<file path="src/rtl/motor_step_driver_if.sv">
// ============================================================================
// Module      : motor_step_driver_if
// Description : Command/status bundle between the input stage and the step driver.
// Revision    : 1.0 - initial release
// ============================================================================
`default_nettype none

interface motor_step_driver_if;
  logic [5:0]  Motor;
  logic [11:0] Value;
  logic [5:0]  Step;
  logic        Busy;
  logic        Done;
  logic        Err;
  logic [9:0]  Remain;
`ifdef HOLD_TORQUE_EN
  logic [5:0]  Hold;

  modport master (output Motor, Value, input Step, Busy, Done, Err, Remain, Hold);
  modport slave  (input Motor, Value, output Step, Busy, Done, Err, Remain, Hold);
`else
  modport master (output Motor, Value, input Step, Busy, Done, Err, Remain);
  modport slave  (input Motor, Value, output Step, Busy, Done, Err, Remain);
`endif
endinterface

`default_nettype wire

</file>
<file path="src/rtl/motor_step_driver.sv">
// ============================================================================
// Module      : motor_step_driver
// Description : Turns a one-hot motor select and a BCD step count into a step
//               pulse train. Optional macro HOLD_TORQUE_EN adds the Hold output.
// Revision    : 1.0 - initial release
// ============================================================================
`default_nettype none

module motor_step_driver #(
  parameter int HALF_PERIOD = 25000,
  parameter int CNT_W       = 16
) (
  input  wire logic          sysclk,
  input  wire logic          rst,
  motor_step_driver_if.slave bus
);

  typedef enum logic [2:0] {
    S_IDLE    = 3'd0,
    S_LOAD    = 3'd1,
    S_STEP_HI = 3'd2,
    S_STEP_LO = 3'd3,
    S_DONE    = 3'd4
  } state_t;

  localparam logic [CNT_W-1:0] c_half_last = CNT_W'(HALF_PERIOD - 1);
  localparam logic [CNT_W-1:0] c_cnt_one   = CNT_W'(1);

  function automatic logic [9:0] bcd_to_bin(input logic [11:0] v);
    logic [9:0] h, t, u;
    h = {6'd0, v[11:8]};
    t = {6'd0, v[7:4]};
    u = {6'd0, v[3:0]};
    return (h << 6) + (h << 5) + (h << 2) + (t << 3) + (t << 1) + u;
  endfunction

  state_t           state_q;
  logic [17:0]      cmd_prev_q;
  logic [5:0]       ld_motor_q;
  logic [11:0]      ld_value_q;
  logic [5:0]       pend_motor_q;
  logic [11:0]      pend_value_q;
  logic             pend_valid_q;
  logic [5:0]       sel_q;
  logic [CNT_W-1:0] cnt_q;
  logic [5:0]       step_q;
  logic             busy_q;
  logic             done_q;
  logic             err_q;
  logic [9:0]       remain_q;
`ifdef HOLD_TORQUE_EN
  logic [5:0]       hold_q;
`endif

  logic [17:0] cmd;
  logic        motor_onehot;
  logic        digits_ok;
  logic        new_cmd;
  logic        accept;
  logic [9:0]  ld_bin;
  logic [9:0]  remain_dec;
  logic        phase_end;

  assign cmd          = {bus.Motor, bus.Value};
  assign motor_onehot = (bus.Motor != 6'd0) && ((bus.Motor & (bus.Motor - 6'd1)) == 6'd0);
  assign digits_ok    = (bus.Value[11:8] <= 4'd9) && (bus.Value[7:4] <= 4'd9) &&
                        (bus.Value[3:0] <= 4'd9);
  assign new_cmd      = (cmd != cmd_prev_q) && (bus.Motor != 6'd0);
  assign accept       = new_cmd && motor_onehot && digits_ok;
  assign ld_bin       = bcd_to_bin(ld_value_q);
  assign remain_dec   = remain_q - {9'd0, (remain_q != 10'd0)};
  assign phase_end    = (cnt_q == c_half_last);

  always_ff @(posedge sysclk or posedge rst) begin
    if (rst) begin
      state_q      <= S_IDLE;
      cmd_prev_q   <= 18'd0;
      ld_motor_q   <= 6'd0;
      ld_value_q   <= 12'd0;
      pend_motor_q <= 6'd0;
      pend_value_q <= 12'd0;
      pend_valid_q <= 1'b0;
      sel_q        <= 6'd0;
      cnt_q        <= '0;
      step_q       <= 6'd0;
      busy_q       <= 1'b0;
      done_q       <= 1'b0;
      err_q        <= 1'b0;
      remain_q     <= 10'd0;
`ifdef HOLD_TORQUE_EN
      hold_q       <= 6'd0;
`endif
    end else begin
      cmd_prev_q <= cmd;
      done_q     <= 1'b0;
      // Any new command re-evaluates Err: rejects set it, accepts clear it.
      if (new_cmd)
        err_q <= !(motor_onehot && digits_ok);

      case (state_q)
        S_IDLE: begin
          if (accept) begin
            ld_motor_q <= bus.Motor;
            ld_value_q <= bus.Value;
            busy_q     <= 1'b1;
            state_q    <= S_LOAD;
          end
        end
        S_LOAD: begin
          sel_q    <= ld_motor_q;
          remain_q <= ld_bin;
          cnt_q    <= '0;
`ifdef HOLD_TORQUE_EN
          hold_q   <= ld_motor_q;
`endif
          if (ld_bin == 10'd0) begin
            done_q  <= 1'b1;
            state_q <= S_DONE;
          end else begin
            step_q  <= ld_motor_q;
            state_q <= S_STEP_HI;
          end
        end
        S_STEP_HI: begin
          if (phase_end) begin
            cnt_q   <= '0;
            step_q  <= 6'd0;
            state_q <= S_STEP_LO;
          end else begin
            cnt_q <= cnt_q + c_cnt_one;
          end
        end
        S_STEP_LO: begin
          if (phase_end) begin
            cnt_q    <= '0;
            remain_q <= remain_dec;
            if (remain_dec == 10'd0) begin
              done_q  <= 1'b1;
              state_q <= S_DONE;
            end else begin
              step_q  <= sel_q;
              state_q <= S_STEP_HI;
            end
          end else begin
            cnt_q <= cnt_q + c_cnt_one;
          end
        end
        S_DONE: begin
          // A command arriving this very cycle is newer than the pending one.
          pend_valid_q <= 1'b0;
          if (accept) begin
            ld_motor_q <= bus.Motor;
            ld_value_q <= bus.Value;
            state_q    <= S_LOAD;
          end else if (pend_valid_q) begin
            ld_motor_q <= pend_motor_q;
            ld_value_q <= pend_value_q;
            state_q    <= S_LOAD;
          end else begin
            busy_q  <= 1'b0;
            state_q <= S_IDLE;
          end
        end
        default: state_q <= S_IDLE;
      endcase

      if (accept && (state_q == S_LOAD || state_q == S_STEP_HI || state_q == S_STEP_LO)) begin
        pend_motor_q <= bus.Motor;
        pend_value_q <= bus.Value;
        pend_valid_q <= 1'b1;
      end
    end
  end

  assign bus.Step   = step_q;
  assign bus.Busy   = busy_q;
  assign bus.Done   = done_q;
  assign bus.Err    = err_q;
  assign bus.Remain = remain_q;
`ifdef HOLD_TORQUE_EN
  assign bus.Hold   = hold_q;
`endif

endmodule

`default_nettype wire
</file>
<file path="src/flat_wrapper.sv">
// flat-port wrapper written by rule: the top's interface ports become plain ports
module motor_step_driver_flat 
#(
  parameter int HALF_PERIOD = 25000,
  parameter int CNT_W       = 16
)
  (sysclk, rst, bus_Motor, bus_Value, bus_Step, bus_Busy, bus_Done, bus_Err, bus_Remain);
  motor_step_driver_if bus_i ();
  input  wire logic sysclk;
  input  wire logic rst;
  input wire logic [$bits(bus_i.Motor)-1:0] bus_Motor;
  input wire logic [$bits(bus_i.Value)-1:0] bus_Value;
  output wire logic [$bits(bus_i.Step)-1:0] bus_Step;
  output wire logic [$bits(bus_i.Busy)-1:0] bus_Busy;
  output wire logic [$bits(bus_i.Done)-1:0] bus_Done;
  output wire logic [$bits(bus_i.Err)-1:0] bus_Err;
  output wire logic [$bits(bus_i.Remain)-1:0] bus_Remain;
  assign bus_i.Motor = bus_Motor;
  assign bus_i.Value = bus_Value;
  assign bus_Step = bus_i.Step;
  assign bus_Busy = bus_i.Busy;
  assign bus_Done = bus_i.Done;
  assign bus_Err = bus_i.Err;
  assign bus_Remain = bus_i.Remain;
  motor_step_driver #(.HALF_PERIOD(HALF_PERIOD), .CNT_W(CNT_W)) u_core (.sysclk(sysclk), .rst(rst), .bus(bus_i));
endmodule
</file>
<file path="config.mk">
export PLATFORM = sky130hd
export DESIGN_NAME = motor_step_driver_flat
export DESIGN_NICKNAME = d
export VERILOG_FILES = /design/src/rtl/motor_step_driver_if.sv /design/src/rtl/motor_step_driver.sv /design/src/flat_wrapper.sv
export SDC_FILE = /design/constraint.sdc
export NUM_CORES = 1
export LEC_CHECK = 0
export ABC_CLOCK_PERIOD_IN_PS = 3200
export BUFFER_PORTS_ARGS = -buffer_cell sky130_fd_sc_hd__buf_2
export CORE_MARGIN = 3
export CORE_UTILIZATION = 54
export CTS_CLUSTER_SIZE = 12
export DETAILED_ROUTE_END_ITERATION = 7
export GPL_ROUTABILITY_DRIVEN = 1
export PLACE_DENSITY = 0.85
export SETUP_SLACK_MARGIN = 0.05
export SLEW_MARGIN = 20
export SYNTH_ARGS = -nofsm -noshare
export SYNTH_HDL_FRONTEND = slang
export SYNTH_SLANG_ARGS = --single-unit
</file>
<file path="constraint.sdc">
create_clock -name sysclk -period 3.2 [get_ports sysclk]
set_input_delay 0 -clock sysclk [delete_from_list [all_inputs] [get_ports sysclk]]
set_output_delay 0 -clock sysclk [all_outputs]
set_load 0.05 [all_outputs]
</file>
==> results of run 1 <==
## what timing repair did
action / 4_1_cts / 5_1_grt
hold endpoints to repair: 112 / 0
endpoints found under the setup margin: 10 / 10
hold buffers: 19 / 0
pin swaps: 2 / 6
resized for setup: 2 / 1
## cells by family after synthesis
| kind of cell | count (synthesis) |
|---|---|
| compound gates | 87 |
| xor+xnor | 36 |
| fa+ha+maj | 25 |
| buf+inv | 38 |
| flops | 99 |
| mux | 24 |
| simple gates | 203 |
## synth_stat cells, drive strengths merged (2+ instances only)
library cell / n / area [um2]
o21ai: 31 / 155.2
nand3: 19 / 95.09
nand2: 81 / 311.6
nand4: 11 / 75.07
or2: 4 / 25.03
and2: 2 / 12.52
fa: 7 / 140.1
xor2: 16 / 140.1
o31ai: 3 / 27.52
a31oi: 2 / 12.51
nor2b: 2 / 12.51
and3: 2 / 12.51
o211ai: 3 / 22.52
inv: 19 / 71.32
nand2b: 3 / 18.77
nor3b: 4 / 35.03
nor2: 53 / 206.5
a21o: 3 / 22.52
o21a: 3 / 22.52
dfrtp: 99 / 2477
mux2: 24 / 270.3
nor3: 6 / 35.03
xnor2: 20 / 175.2
a211o: 3 / 26.28
a22oi: 2 / 15.01
nor4: 6 / 37.54
a211oi: 3 / 27.52
a21oi: 10 / 61.31
ha: 18 / 225.2
a221o: 18 / 180.2
buf: 7 / 65.05
o311a: 2 / 20.02
clkbuf: 12 / 46.29
nor4bb: 2 / 20.02
## sequential cells by signal, summed over array words and instances (netlist names), 3 cells and up
signal / count
u_core.bus.Step: 6
u_core.state_q: 3
u_core.cnt_q: 16
u_core.ld_motor_q: 6
u_core.cmd_prev_q: 18
u_core.pend_motor_q: 6
u_core.pend_value_q: 12
u_core.ld_value_q: 12
u_core.bus.Remain: 10
u_core.sel_q: 6
## worst paths after layout
kind                                                           end  depth (start not counted)  slack [ns]                        startpoint
min in group asynchronous       u_core.pend_motor_q[1]$_DFFE_PP0P_                          3        0.36                               rst
max in group asynchronous         u_core.bus.Remain[9]$_DFFE_PP0P_                          4        2.12                               rst
worst max register to register      u_core.bus.Step[5]$_DFFE_PP0P_                         10       -0.40  u_core.ld_value_q[6]$_DFFE_PP0P_
worst max-delay path                u_core.bus.Step[5]$_DFFE_PP0P_                         10       -0.40  u_core.ld_value_q[6]$_DFFE_PP0P_
worst min register to register         u_core.sel_q[0]$_DFFE_PP0P_                          2        0.49       u_core.sel_q[0]$_DFFE_PP0P_
worst min-delay path                u_core.cmd_prev_q[8]$_DFF_PP0_                          2        0.33                      bus_Value[8]
## area by class of cell
type	count	area share
Tap cell	129	0.02689
Multi-Input combinational cell	375	0.4283
Sequential cell	99	0.4127
Timing Repair Buffer	77	0.09045
Inverter	19	0.01209
Clock inverter	5	0.006044
Clock buffer	11	0.02355
## worst max-delay path, cell delays in order (launching register included)
cell and delay, ns:
dfrtp_1 0.41, fa_1 0.59, fa_1 0.45, ha_2 0.22, fa_2 0.35, a211o_1 0.31, a21o_1 0.20, a211oi_2 0.25
o211ai_1 0.15, nand3_2 0.19, mux2_2 0.36
## per-layer routing
| layer | track usage | wire, um | vias to the layer above |
|---|---|---|---|
| li1 | - | - | 1934 |
| met1 | 0.2912 | 4851 | 2020 |
| met2 | 0.3853 | 5915 | 106 |
| met3 | 0.04655 | 507 | 20 |
| met4 | 0.07123 | 175 | 0 |
| met5 | 0 | 0 | - |
## where the power goes
group          switching, mW  internal, mW
Combinational          0.974         0.779
Sequential             0.172          1.47
Clock                  0.440         0.307
==> results.py, run 1 <==
metrics = {
    "timing": {
        "whs_ns": 0.3257,
        "slew_headroom": 0.3421,
        "tightest_slew_ns": 0.9869,
        "hold_viol_final": 0,
        "finalMaxSlewViolations": 0,
        "max_freq_mhz": 277.7,
        "skew_ns": 0.008363,
        "setup_tns_ns": -2.718,
        "period_share": 1.125,
        "layout_min_cycle_time_ns": 3.601,
        "setup_ws_ns": -0.4009,
        "setup_violations": 9,
        "rsz0062_at_grt": "yes",
    },
    "detailed_routing": {
        "route.detailed.drc": 0,
        "routed-via-count": 4080,
        "first_pass_iters": 5,
        "wire_per_inst_um": 16.01,
        "drt-total-wl_um": 11450,
        "via_per_inst": 5.706,
        "drt_iter0_drc": 261,
        "ant_nets": 0,
    },
    "synthesis": {
        "ys_warn_count": 0,
        "synth_compound_area_frac": 0.1207,
        "async_flop_share": 1.000,
        "yosys.area_share.simple": 0.1852,
        "synth_nets": 557,
        "seq_area_frac_synth": 0.4762,
        "synth-edff-count": 0,
        "avgSynthCellArea_um2": 10.16,
        "synth_seq_cells": 99,
        "synth-main-ff-cell": "dfrtp_1",
        "synth_area_um2": 5202,
        "syn_inst": 512,
        "synth_fa_ha_area_frac": 0.07023,
        "synth_cell_types": 60,
        "synth-xor-area-share": 0.06061,
        "synth_top_family_by_area": "simple AND/OR/NAND/NOR gates",
        "synthMuxAreaShare": 0.05195,
    },
    "clock_network": {
        "path_clk_slew_ns": 0.09,
        "cts_buffers": 9,
        "cts_max_level": 3,
        "cts_tree": "done",
        "clock-sinks": 99,
        "insertion_delay_ns": 0.38,
        "clockRootBuffer": "clkbuf_8",
        "postCtsSetupBuffers": 0,
        "clockBufferDepth": 2,
    },
    "finish": {
        "area_growth_syn_to_layout_pct": 15.39,
        "mostFrequentLayoutCells": "dfrtp_1 (99), nand2_1 (80), nor2_1 (52)",
        "drive_gt1_frac": 0.1809,
        "final_common_cell": "dfrtp_1",
        "nets": 626,
        "multi_input_area_um2": 2571,
        "final_area_um2": 6003,
        "fill_cells": 733,
        "final_core_util": 0.6466,
        "seq_area_um2": 2477,
        "finalNonFillerCells": 715,
        "n_antenna_cell": 0,
    },
    "setup_path": {
        "cp.arrival_ns": 3.86,
        "path_class": "flop to flop",
        "critical_path_required_ns": 3.46,
        "critical_path_peak_fanout": 6,
        "critPathCaptureType": "flop",
        "cp-start-kind": "flop",
    },
    "die": {
        "start_util": 0.5604,
        "num_rows": 35,
        "ios": 39,
        "core_um2": 9284,
        "chipWidth_um": 104.2,
        "dieArea_um2": 10850,
        "die_h_um": 104.2,
    },
    "global_route": {
        "grt_max_degree": 60,
        "grt_pass1_wl_um": 19910,
        "grt_overflow": 0,
        "grt_pass1_vias": 4088,
        "grt_use_total": 0.2263,
        "antenna_found_initial": 0,
    },
    "power": {
        "p_per_area_nw_per_um2": 689.7,
        "p_leak_nw": 2.837,
        "power_mw": 4.141,
        "peakVddDrop_mv": 0.4164,
    },
    "run": {
        "drv_cap": 0,
    },
    "place": {
        "place_area_um2": 5635,
        "dp.cells": 680,
        "port_buffers": 38,
        "pre_cts_slack_ns": -0.3886,
        "dp_hpwl_um": 8054,
        "gp_congestion": 0.8913,
    },
    "worst_hold_path": {
        "hold_class": "input port to flop",
    },
    "run_status": {
        "status": "finished, violations left",
        "violations": "setup timing",
    },
}
Power figures use the tool's default switching activity.
==> run 2, diff against run 1 <==
--- a/config.mk
+++ b/config.mk
@@ -5,8 +5,9 @@
 export SDC_FILE = /design/constraint.sdc
 export NUM_CORES = 1
 export LEC_CHECK = 0
-export ABC_CLOCK_PERIOD_IN_PS = 3200
+export ABC_CLOCK_PERIOD_IN_PS = 3250
 export BUFFER_PORTS_ARGS = -buffer_cell sky130_fd_sc_hd__buf_2
+export CORE_ASPECT_RATIO = 1.75
 export CORE_MARGIN = 3
 export CORE_UTILIZATION = 54
 export CTS_CLUSTER_SIZE = 12
==> constraint.sdc (replaced) <==
create_clock -name sysclk -period 3.25 [get_ports sysclk]
set_input_delay 0 -clock sysclk [delete_from_list [all_inputs] [get_ports sysclk]]
set_output_delay 0 -clock sysclk [all_outputs]
set_load 0.05 [all_outputs]
==> run 2 against run 1 <==
The flow still finishes with violations (setup timing). Fmax rose by 0.59%. Sequential cell count did not move. First-iteration DRC count up 9.2%. Die area up 0.42%. Wire length up 2.9%. Sequential power about the same. Sequential share of layout area shrank 0.96 points. Non-clock buffer count increased by 2. Clock skew is 0.0017 ns higher. Largest cell class unchanged.
==> results.py, run 2 (synthesized netlist as in run 1, its figures left out) <==
metrics = {
    "clock_network": {
        "insertion_delay_ns": 0.35,
        "clockRootBuffer": "clkbuf_16",
        "path_clk_slew_ns": 0.07,
        "clock-sinks": 99,
        "cts_max_level": 3,
        "cts_buffers": 9,
        "cts_tree": "done",
        "clockBufferDepth": 2,
    },
    "setup_path": {
        "cp-start-kind": "flop",
        "critical_path_required_ns": 3.48,
        "cp.arrival_ns": 3.81,
        "path_class": "flop to flop",
        "critical_path_peak_fanout": 6,
        "critPathCaptureType": "flop",
    },
    "die": {
        "die_h_um": 135.8,
        "ios": 39,
        "chipWidth_um": 80.20,
        "start_util": 0.5649,
        "core_um2": 9209,
        "dieArea_um2": 10890,
        "num_rows": 46,
    },
    "power": {
        "p_per_area_nw_per_um2": 723.8,
        "peakVddDrop_mv": 0.5128,
        "power_mw": 4.449,
        "p_leak_nw": 2.926,
    },
    "place": {
        "dp.cells": 671,
        "port_buffers": 38,
        "gp_congestion": 0.8660,
        "dp_hpwl_um": 8401,
    },
    "timing": {
        "finalMaxSlewViolations": 0,
        "setup_violations": 9,
        "tightest_slew_ns": 0.8516,
        "slew_headroom": 0.4270,
        "setup_tns_ns": -2.175,
        "skew_ns": 0.01006,
        "setup_ws_ns": -0.3298,
        "rsz0062_at_grt": "yes",
        "layout_min_cycle_time_ns": 3.580,
        "hold_viol_final": 0,
        "period_share": 1.101,
        "max_freq_mhz": 279.3,
        "whs_ns": 0.2300,
    },
    "finish": {
        "finalNonFillerCells": 708,
        "reg_top3": "u_core.cmd_prev_q: 18 flops, u_core.cnt_q: 16 flops",
        "n_antenna_cell": 0,
        "final_common_cell": "dfrtp_1",
        "nets": 628,
        "fill_cells": 682,
        "top_register": "u_core.cmd_prev_q",
        "largest_register_ffs": 18,
        "area_growth_syn_to_layout_pct": 18.13,
        "mostFrequentLayoutCells": "dfrtp_1 (99), nand2_1 (80), nor2_1 (52)",
        "drive_gt1_frac": 0.1888,
    },
    "detailed_routing": {
        "wire_per_inst_um": 16.65,
        "route.detailed.drc": 0,
        "via_per_inst": 5.784,
        "routed-via-count": 4095,
        "drt_iter0_drc": 285,
        "first_pass_iters": 5,
        "ant_nets": 0,
        "drt-total-wl_um": 11790,
    },
    "run_status": {
        "violations": "setup timing",
        "status": "finished, violations left",
    },
    "global_route": {
        "antenna_found_initial": 0,
        "grt_overflow": 0,
        "grt_pass1_vias": 4203,
        "grt_max_degree": 43,
        "grt_pass1_wl_um": 19490,
        "grt_use_total": 0.2313,
    },
    "worst_hold_path": {
        "hold_class": "input port to async pin",
    },
    "run": {
        "drv_cap": 0,
    },
}
run 2: cell types whose count changed in the layout (fill, tap and decap cells not counted), moves of 2 or more:
cell,change
buf_4,+3
clkbuf_16,+9
clkbuf_8,-9
clkinv_2,-2
clkinv_4,-2
inv_6,+2
mux2_2,-6
mux2_4,+6
run 2: worst paths after layout:
kind / cells after the start / from / to / slack (ns)
max: 10 / u_core.ld_value_q[6]$_DFFE_PP0P_ / u_core.bus.Step[0]$_DFFE_PP0P_ / -0.33
min: 3 / rst / u_core.pend_motor_q[2]$_DFFE_PP0P_ / 0.23
max reg2reg: 10 / u_core.ld_value_q[6]$_DFFE_PP0P_ / u_core.bus.Step[0]$_DFFE_PP0P_ / -0.33
min reg2reg: 2 / u_core.sel_q[3]$_DFFE_PP0P_ / u_core.sel_q[3]$_DFFE_PP0P_ / 0.48
max in group asynchronous: 4 / rst / u_core.bus.Remain[6]$_DFFE_PP0P_ / 2.19
min in group sysclk: 2 / bus_Value[8] / u_core.cmd_prev_q[8]$_DFF_PP0_ / 0.35
run 2: worst max-delay path, stage by stage, from the launching register on:
cell      delay [ns]
dfrtp_1         0.40
fa_1            0.51
fa_1            0.49
ha_2            0.20
fa_2            0.34
a211o_1         0.35
a21o_1          0.20
a211oi_2        0.26
o211ai_1        0.19
nand3_4         0.20
mux2_4          0.32
run 2: per-stage QoR:
step / setup WS [ns] / util / instance area, um2
floorplan: -0.08542 / - / 5224
global route: -0.4591 / 0.6674 / 6146
finish: -0.3298 / 0.6674 / 6146
global placement: -0.2244 / 0.6095 / 5613
detailed placement: -0.2928 / 0.6095 / 5613
CTS: -0.2916 / 0.6620 / 6096
run 2: final cells by class:
class	count	area, um2	share of cell area
inverter	19	73.82	0.01201
clock buffer	12	246.5	0.04011
tap	120	150.1	0.02443
sequential	99	2477	0.4031
clock inverter	4	31.28	0.005090
multi-input combinational	375	2621	0.4265
timing repair buffer	79	545.5	0.08876
run 2: per-layer routing:
metal	global-route usage	share of wire	up-vias
li1	-	-	1932
met1	0.2400	0.36	2014
met2	0.4446	0.58	119
met3	0.03117	0.029	30
met4	0.1053	0.029	0
met5	0	0	-
run 2: timing repair:
action | in CTS | in global routing
pin swaps | 1 | 12
buffers inserted | 2 | 0
resized for setup | 2 | 13
hold endpoints to repair | 84 | 0
endpoints found under the setup margin | 10 | 12
hold buffers | 19 | 0
run 2: report_power, final:
part | total (mW) | switching [mW] | internal [mW] | leakage [nW]
registers | 1.62 | 0.174 | 1.45 | 1.19
clock network | 1.01 | 0.459 | 0.548 | 0.138
logic | 1.82 | 0.995 | 0.825 | 1.59
==> run 3, diff against run 2 <==
--- a/config.mk
+++ b/config.mk
@@ -13,7 +13,7 @@
 export CTS_CLUSTER_SIZE = 12
 export DETAILED_ROUTE_END_ITERATION = 7
 export GPL_ROUTABILITY_DRIVEN = 1
-export PLACE_DENSITY = 0.85
+export PLACE_DENSITY = 0.82
 export SETUP_SLACK_MARGIN = 0.05
 export SLEW_MARGIN = 20
 export SYNTH_ARGS = -nofsm -noshare
==> run 3 against run 2 <==
The flow still finishes with violations (setup timing). Die area unchanged. Power down 0.21%. Combinational power down 3%.
==> results.py, run 3 (synthesized netlist as in run 1, its figures left out) <==
metrics = {
    "setup_path": {
        "cp.arrival_ns": 3.87,
        "cp-start-kind": "flop",
        "cp_common_cell": "fa_1",
        "path_delay_family": "adder cells",
        "r2r-start": "u_core.ld_value_q[6]$_DFFE_PP0P_",
        "r2r_cells": 10,
        "rr_endpoint": "u_core.bus.Step[4]$_DFFE_PP0P_",
        "crit_slowest_cell": "fa_1",
        "path_buf_inv": 0,
        "path_class": "flop to flop",
        "slowest_delay_ns": 0.60,
        "critical_path_required_ns": 3.48,
        "path_cells": "fa_1 -> fa_1 -> ha_2 -> fa_2 -> a211o_1 -> a21o_1 -> a211oi_2 -> o211ai_1 -> nand3_2 -> mux2_2",
        "r2r_setup_slack_ns": -0.38,
        "critPathCaptureType": "flop",
        "critical_path_peak_fanout": 6,
    },
    "clock_network": {
        "cts_tree": "done",
        "clock-sinks": 99,
        "cts_max_level": 3,
        "clockRootBuffer": "clkbuf_16",
        "clockBufferDepth": 2,
        "insertion_delay_ns": 0.35,
        "cts_buffers": 9,
        "path_clk_slew_ns": 0.07,
    },
    "worst_hold_path": {
        "hold_path_end": "u_core.cmd_prev_q[8]$_DFF_PP0_",
        "whs_path_depth": 2,
        "hold_class": "input port to flop",
        "hold_start": "bus_Value[8]",
    },
    "die": {
        "core_um2": 9209,
        "num_rows": 46,
        "start_util": 0.5649,
        "die_h_um": 135.8,
        "ios": 39,
        "chipWidth_um": 80.20,
        "dieArea_um2": 10890,
    },
    "finish": {
        "mostFrequentLayoutCells": "dfrtp_1 (99), nand2_1 (80), nor2_1 (52)",
        "fill_cells": 688,
        "final_common_cell": "dfrtp_1",
        "drive_gt1_frac": 0.1905,
        "area_growth_syn_to_layout_pct": 17.89,
        "largest_register_ffs": 18,
        "n_antenna_cell": 0,
        "top_register": "u_core.cmd_prev_q",
        "reg_top3": "u_core.cmd_prev_q: 18 flops, u_core.cnt_q: 16 flops",
        "seq_area_um2": 2477,
        "multi_input_area_um2": 2586,
        "nets": 628,
    },
    "detailed_routing": {
        "ant_nets": 0,
        "routed-via-count": 4095,
        "drt-total-wl_um": 11660,
        "drt_iter0_drc": 255,
        "via_per_inst": 5.784,
        "first_pass_iters": 5,
        "route.detailed.drc": 0,
        "wire_per_inst_um": 16.46,
    },
    "global_route": {
        "antenna_found_initial": 0,
        "grt_overflow": 0,
        "grt_max_degree": 83,
        "grt_use_total": 0.2273,
        "grt_pass1_wl_um": 19420,
        "grt_pass1_vias": 4195,
    },
    "timing": {
        "tightest_slew_ns": 0.9840,
        "whs_ns": 0.3556,
        "rsz0062_at_grt": "yes",
        "slew_headroom": 0.3440,
        "layout_min_cycle_time_ns": 3.635,
        "max_freq_mhz": 275.1,
        "period_share": 1.118,
        "finalMaxSlewViolations": 0,
        "setup_violations": 9,
        "hold_viol_final": 0,
        "setup_ws_ns": -0.3850,
        "skew_ns": 0.007289,
    },
    "run_status": {
        "violations": "setup timing",
        "status": "finished, violations left",
    },
    "power": {
        "p_leak_nw": 2.899,
        "peakVddDrop_mv": 0.4842,
        "power_mw": 4.439,
        "p_per_area_nw_per_um2": 723.8,
    },
    "place": {
        "pre_cts_slack_ns": -0.3493,
        "dp_hpwl_um": 8276,
        "gp_congestion": 0.8651,
        "port_buffers": 38,
    },
    "run": {
        "drv_cap": 0,
    },
}
## run 3: cell types whose count changed in the layout (fill, tap and decap cells not counted), moves of 2 or more
cell / before / now
clkinv_4: 0 / 2
clkinv_8: 0 / 2
clkbuf_1: 2 / 0
mux2_2: 9 / 15
mux2_4: 6 / 0
## run 3: repair_timing
| item | CTS | global route |
|---|---|---|
| gates resized for setup | 1 | 6 |
| endpoints found under the setup margin | 10 | 11 |
| pin swaps | 4 | 1 |
| hold buffers | 19 | 0 |
| setup buffers | 2 | 0 |
| hold endpoints to repair | 125 | 0 |
## run 3: worst max-delay path by stage
stage                     depth (start not counted)  slack (ns)                        startpoint                        endpoint
after floorplan                                  10       -0.09  u_core.ld_value_q[3]$_DFFE_PP0P_  u_core.bus.Step[0]$_DFFE_PP0P_
after global placement                           10       -0.21  u_core.ld_value_q[3]$_DFFE_PP0P_  u_core.bus.Step[1]$_DFFE_PP0P_
after detailed placement                         10       -0.35  u_core.ld_value_q[3]$_DFFE_PP0P_  u_core.bus.Step[4]$_DFFE_PP0P_
after CTS                                        10       -0.32  u_core.ld_value_q[6]$_DFFE_PP0P_  u_core.bus.Step[4]$_DFFE_PP0P_
after global routing                             10       -0.49  u_core.ld_value_q[6]$_DFFE_PP0P_  u_core.bus.Step[4]$_DFFE_PP0P_
final                                            10       -0.38  u_core.ld_value_q[6]$_DFFE_PP0P_  u_core.bus.Step[4]$_DFFE_PP0P_
## run 3: cell type report
class / instances / area share
Multi-Input combinational cell: 375 / 0.4217
Timing Repair Buffer: 79 / 0.08894
Tap cell: 120 / 0.02448
Inverter: 19 / 0.01204
Clock inverter: 7 / 0.01224
Clock buffer: 9 / 0.03672
Sequential cell: 99 / 0.4039
## run 3: routing by layer
metal / wire (um) / track usage / vias up
met4: 387 / 0.09586 / 0
li1: - / - / 1946
met5: 0 / 0 / -
met2: 6517 / 0.4179 / 115
met1: 4346 / 0.2519 / 2005
met3: 406 / 0.03912 / 29
## run 3: through the flow
stage | setup TNS, ns | utilization | cells | cell area [um2]
2_1_floorplan | -0.5125 | - | 512 | 5224
6_report | -2.476 | 0.6660 | 708 | 6133
4_1_cts | -1.923 | 0.6644 | 708 | 6118
3_3_place_gp | -1.255 | 0.6095 | 671 | 5613
3_5_place_dp | -2.137 | 0.6095 | 671 | 5613
5_1_grt | -3.442 | 0.6660 | 708 | 6133
## run 3: worst reg2reg max path, delay by kind of cell, from the launching register on
family	cells	cell delay, ns
flops	1	0.41
mux	1	0.36
fa+ha+maj	4	1.60
compound gates	4	0.95
simple gates	1	0.21
## run 3: where the power goes
part / total [mW] / switching (mW) / internal, mW
Sequential: 1.62 / 0.172 / 1.45
Combinational: 1.77 / 0.971 / 0.803
Clock: 1.05 / 0.505 / 0.540
Total: 4.44 / 1.65 / 2.79
